### src/rtl/rv32ima_pkg.sv
// rv32ima_pkg: shared RV32IMA widths and types, including the writeback arbiter defaults.
package rv32ima_pkg;
    localparam int REG_W      = 5;
    localparam int WORD_W     = 32;
    localparam int NUM_WB_REQ = 3;
    typedef logic [WORD_W-1:0] word_t;
    typedef logic [REG_W-1:0]  regsel_t;
endpackage

### src/rtl/rf_wb_arbiter_rr.sv
// rr_arbiter: one-hot grant searching from ptr upward with wrap-around.
// With RF_WB_FIXED_PRIO_EN defined there is no ptr input and the lowest index wins.
module rr_arbiter #(
    parameter int N  = 3,
    parameter int PW = (N > 1) ? $clog2(N) : 1
) (
    input  logic [N-1:0]  req,
`ifndef RF_WB_FIXED_PRIO_EN
    input  logic [PW-1:0] ptr,
`endif
    input  logic          en,
    output logic [N-1:0]  gnt,
    output logic [PW-1:0] idx
);
    int j;
    // Scan from lowest priority to highest so the last hit is the winner.
    always_comb begin
        gnt = '0;
        idx = '0;
        j   = 0;
        for (int k = N - 1; k >= 0; k--) begin
`ifdef RF_WB_FIXED_PRIO_EN
            j = k;
`else
            j = (int'(ptr) + k) % N;
`endif
            if (en && req[j]) begin
                gnt    = '0;
                gnt[j] = 1'b1;
                idx    = j[PW-1:0];
            end
        end
    end
endmodule

### src/rtl/rf_wb_arbiter.sv
// rf_wb_arbiter: shares the regfile write port among NUM_REQ writeback requesters through one output stage.
// RF_WB_FIXED_PRIO_EN selects fixed lowest-index priority instead of round-robin.
module rf_wb_arbiter
    import rv32ima_pkg::*;
#(
    parameter int NUM_REQ = rv32ima_pkg::NUM_WB_REQ,
    parameter int REG_W   = rv32ima_pkg::REG_W,
    parameter int WORD_W  = rv32ima_pkg::WORD_W
) (
    input  logic                            clk,
    input  logic                            nrst,
    input  logic [NUM_REQ-1:0]              req_valid,
    input  logic [NUM_REQ-1:0][REG_W-1:0]   req_sel,
    input  logic [NUM_REQ-1:0][WORD_W-1:0]  req_dat,
    output logic [NUM_REQ-1:0]              req_ready,
    input  logic                            hold,
    output logic                            wen,
    output logic [REG_W-1:0]                wsel,
    output logic [WORD_W-1:0]               wdat,
    output logic                            pend_valid,
    output logic [REG_W-1:0]                pend_sel
);
    localparam int PW = $clog2(NUM_REQ);

    logic               out_valid_q, out_valid_d;
    logic [REG_W-1:0]   out_sel_q, out_sel_d;
    logic [WORD_W-1:0]  out_dat_q, out_dat_d;
    logic [NUM_REQ-1:0] gnt;
    logic [PW-1:0]      gidx;
    logic               drain, can_accept, hit, load;
`ifndef RF_WB_FIXED_PRIO_EN
    logic [PW-1:0]      rr_ptr_q, rr_ptr_d;
`endif

    assign drain      = out_valid_q & ~hold;
    // Gated by nrst so no handshake can complete while reset is held.
    assign can_accept = (~out_valid_q | ~hold) & nrst;

    rr_arbiter #(.N(NUM_REQ), .PW(PW)) u_arb (
        .req (req_valid),
`ifndef RF_WB_FIXED_PRIO_EN
        .ptr (rr_ptr_q),
`endif
        .en  (can_accept),
        .gnt (gnt),
        .idx (gidx)
    );

    assign req_ready  = gnt;
    assign hit        = |gnt;
    assign load       = hit & (req_sel[gidx] != '0);
    assign wen        = drain;
    assign wsel       = out_sel_q;
    assign wdat       = out_dat_q;
    assign pend_valid = out_valid_q;
    assign pend_sel   = out_sel_q;

    // Writes to x0 complete the handshake but never occupy the stage.
    always_comb begin
        out_valid_d = load | (out_valid_q & ~drain);
        out_sel_d   = load ? req_sel[gidx] : out_sel_q;
        out_dat_d   = load ? req_dat[gidx] : out_dat_q;
`ifndef RF_WB_FIXED_PRIO_EN
        rr_ptr_d    = hit ? ((gidx == PW'(NUM_REQ - 1)) ? '0 : gidx + 1'b1) : rr_ptr_q;
`endif
    end

    always_ff @(posedge clk or negedge nrst) begin
        if (!nrst) begin
            out_valid_q <= 1'b0;
            out_sel_q   <= '0;
            out_dat_q   <= '0;
`ifndef RF_WB_FIXED_PRIO_EN
            rr_ptr_q    <= '0;
`endif
        end else begin
            out_valid_q <= out_valid_d;
            out_sel_q   <= out_sel_d;
            out_dat_q   <= out_dat_d;
`ifndef RF_WB_FIXED_PRIO_EN
            rr_ptr_q    <= rr_ptr_d;
`endif
        end
    end
endmodule

### config.mk
export PLATFORM = sky130hd
export DESIGN_NAME = rf_wb_arbiter
export DESIGN_NICKNAME = d
export VERILOG_FILES = /design/src/rtl/rv32ima_pkg.sv /design/src/rtl/rf_wb_arbiter_rr.sv /design/src/rtl/rf_wb_arbiter.sv
export SDC_FILE = /design/constraint.sdc
export NUM_CORES = 1
export LEC_CHECK = 0
export ABC_AREA = 1
export BUFFER_PORTS_ARGS = -buffer_cell sky130_fd_sc_hd__buf_4
export CORE_ASPECT_RATIO = 0.7
export CORE_UTILIZATION = 47
export DETAILED_ROUTE_END_ITERATION = 8
export PLACE_DENSITY = 0.94
export SLEW_MARGIN = 25
export SYNTH_ARGS = -nofsm -noshare
export SYNTH_HDL_FRONTEND = slang
export SYNTH_HIERARCHICAL = 1
export SYNTH_SLANG_ARGS = --single-unit
export TNS_END_PERCENT = 50
### constraint.sdc
create_clock -name clk -period 4 [get_ports clk]
set_clock_uncertainty 0.15 [all_clocks]
set_input_delay 0.4 -clock clk [delete_from_list [all_inputs] [get_ports clk]]
set_output_delay 0.4 -clock clk [all_outputs]
set_load 0.01 [all_outputs]
==> impl_metrics.json <==
{
  "core-area_um2": 5400,
  "syn2layout_area_growth_pct": 47.6,
  "totalWireLength_um": 7960,
  "post-dp-hpwl_um": 6130,
  "cts_made_buffers": 5,
  "clkSinkCount": 40,
  "wl_per_cell_um": 12.7,
  "hold_violations": 0,
  "nets": 677,
  "endpoint_kind": "flop",
  "grt_antenna_before_repair": 0,
  "slowest_stage": "dfrtp_1",
  "rsz0062_at_grt": "no",
  "wl_met3_um": 558,
  "fp.dieH_um": 65.4,
  "die_w_um": 92.6,
  "power_density_nw_per_um2": 755,
  "grt_usage_pct": 26.5,
  "grt_max_degree": 42,
  "htreeDepth": 2,
  "cts_resized": 0,
  "fillCellCount": 418,
  "wl_met1_um": 3330,
  "grt_first_pass_wirelength_um": 12500,
  "fmax_mhz": 297,
  "avgSynthCellArea_um2": 6.64,
  "io_pins": 164,
  "setup_violations": 0,
  "clkTransAtPathRegs_ps": 70,
  "overflow": 0,
  "clock_path_buffers": 2,
  "fin_crit_ps": 3370,
  "clk_latency_ps": 280,
  "dr_total_vias": 3153,
  "multi_input_area_um2": 1470,
  "hp-class": "in -> async",
  "crit_path_frequent_cell": "nand2_1",
  "reg2reg_from": "rr_ptr_q[0]",
  "synthesis.nets": 528,
  "cap_violations": 0,
  "max_stage_delay_ps": 410,
  "worstPathCellList": "inv_1 > ha_1 > inv_2 > nand2_2 > a21oi_4 > nand2_4 > nand2_1 > o21ai_1 > nand2_1 > nand2_1 > nor2_8 > inv_2 > nor2_1 > nor2_1 > nand3_4 > nand2_1 > buf_12 > nand2_1 > nand2_1",
  "post_cts_buffers": 0,
  "drt_iter0_markers": 84,
  "power.switching_fraction_pct": 48.1,
  "place_congestion": 0.949,
  "crit_required_ps": 4020,
  "peakVddDrop_mv": 0.332,
  "via_per_inst": 5.02,
  "timing.setup.tns_ps": 0,
  "synth.ff_latch_count": 40,
  "initial_core_util_pct": 50.1,
  "cp.arrival_ps": 3400,
  "seq_area_frac_synth_pct": 37.1,
  "r2r_slack_ps": 630,
  "crit_start": "rr_ptr_q[0]",
  "power_mw": 3.01,
  "synth.distinct_cells": 31,
  "internal_power_mw": 1.56,
  "p_comb_share_pct": 67.2,
  "n_antenna_cell": 0,
  "worstReg2RegEnd": "wdat[20]",
  "synthesis.area_um2": 2700,
  "drive_gt1_share_pct": 35.4,
  "whs_ps": 31.4,
  "seqPwrFrac_pct": 24.7,
  "dieArea_um2": 6060,
  "cts_root_buf": "clkbuf_8",
  "regArea_um2": 1000,
  "rows": 22,
  "reg2reg_depth": 19,
  "p_leak_nw": 2.27,
  "status": "finished, final reports clean",
  "crit_type": "reg -> reg",
  "cts_tree": "built",
  "synthCells": 407,
  "fin_crit_sh_pct": 84.3,
  "routed.top_layer": "met4",
  "startpoint_type": "flop",
  "switchingPower_mw": 1.45,
  "ant_nets": 0,
  "synth-warning-count": 6,
  "grt_pass1_vias": 2843,
  "port_buffers": 163,
  "wl_met2_um": 3870,
  "worst_slew_pin_slew_ps": 482,
  "post-route-drc-count": 0,
  "firstDrtPassIters": 4,
  "power.share.clock_pct": 8.1,
  "path_max_fanout": 29,
  "report.final.slew_viol_count": 0,
  "slew_headroom_pct": 67.9,
  "ctsHoldBuffers": 0
}
-- cell type report --
type / count / share of cell area, %
well taps: 72 / 2.26
multi-input cells: 323 / 36.7
clock inverters: 1 / 0.126
clock buffers: 6 / 1.82
inverters: 16 / 1.63
flip-flops and latches: 40 / 25.1
repair buffers: 170 / 32.3
-- state kept, by name, summed over array words and instances (netlist names) --
name and cells:
wdat 32, pend_sel 5, rr_ptr_q 2, pend_valid 1
-- worst max-delay path: cells and delay by family (launching register included) --
kind	cells	cell delay (ps)
fa+ha+maj	1	380
buf+inv	4	520
simple gates	12	1570
flops	1	410
compound gates	2	220
-- cell usage in the layout (no fill, tap or decap), types with 2 or more instances in the layout --
master    Yosys  final
clkbuf_8      0      5
nand2_1     205    205
nor2_4        2      2
inv_2         4      4
buf_4         5    169
inv_4         2      2
inv_1        10     10
ha_1          4      4
dfrtp_1      40     40
nor2_2        4      4
nor2_1        9      9
nand3_1      83     83
nand2_2       2      2
-- synth_stat cells (all sizes together) --
master  count  area share, %
nand2     208             29
buf        20            5.2
and2        1           0.23
inv        16            2.4
o21ai       2           0.37
dfrtp      40             37
or3         1           0.23
o211ai      1           0.28
nand4       1           0.23
clkbuf      8            1.1
a21oi       3            1.1
nand3      85             16
mux2        1           0.42
ha          4            1.9
nor2       16            3.8
-- power by group through the flow --
stage | logic (mW) | clock network, mW | registers, mW
after floorplan | 1.32 | 0 | 0.812
after global placement | 1.96 | 0 | 0.743
after detailed placement | 2.04 | 0 | 0.745
after CTS | 2.04 | 0.250 | 0.743
after global routing | 2.27 | 0.265 | 0.763
final | 2.02 | 0.244 | 0.743
-- per-stage QoR --
stage	util, %	area, um2	setup slack (ps)	cells
after floorplan	-	2700	1270	407
after global placement	72.5	3910	840	621
after detailed placement	72.5	3910	651	621
after CTS	73.9	3990	629	628
after global routing	73.9	3990	352	628
final	73.9	3990	629	628
-- worst max path at each step --
stage | end | slack [ps] | cells past startpoint
finish | wdat[20] | 630 | 19
global route | wdat[15] | 350 | 20
CTS | wdat[20] | 630 | 19
detailed placement | wdat[20] | 650 | 19
global placement | wdat[12] | 840 | 19
floorplan | pend_sel[3] | 1270 | 23
-- per-layer routing --
metal	GRT usage [%]	vias up
li1	-	1579
met4	9.81	0
met3	5.90	27
met5	0	-
met1	31.3	1410
met2	47.5	137
-- cell families (layout without fill, tap and decap cells) --
group,count (synthesis),count (layout),share of synthesized area (%)
AO/OA/AOI/OAI,6,6,1.76
flip-flops,40,40,37.1
adder cells (fa/ha/maj),4,4,1.85
buffers and inverters,44,193,8.71
AND/OR/NAND/NOR,312,312,50.2
multiplexers,1,1,0.417
Note: power is estimated with default switching activity, not from simulation.
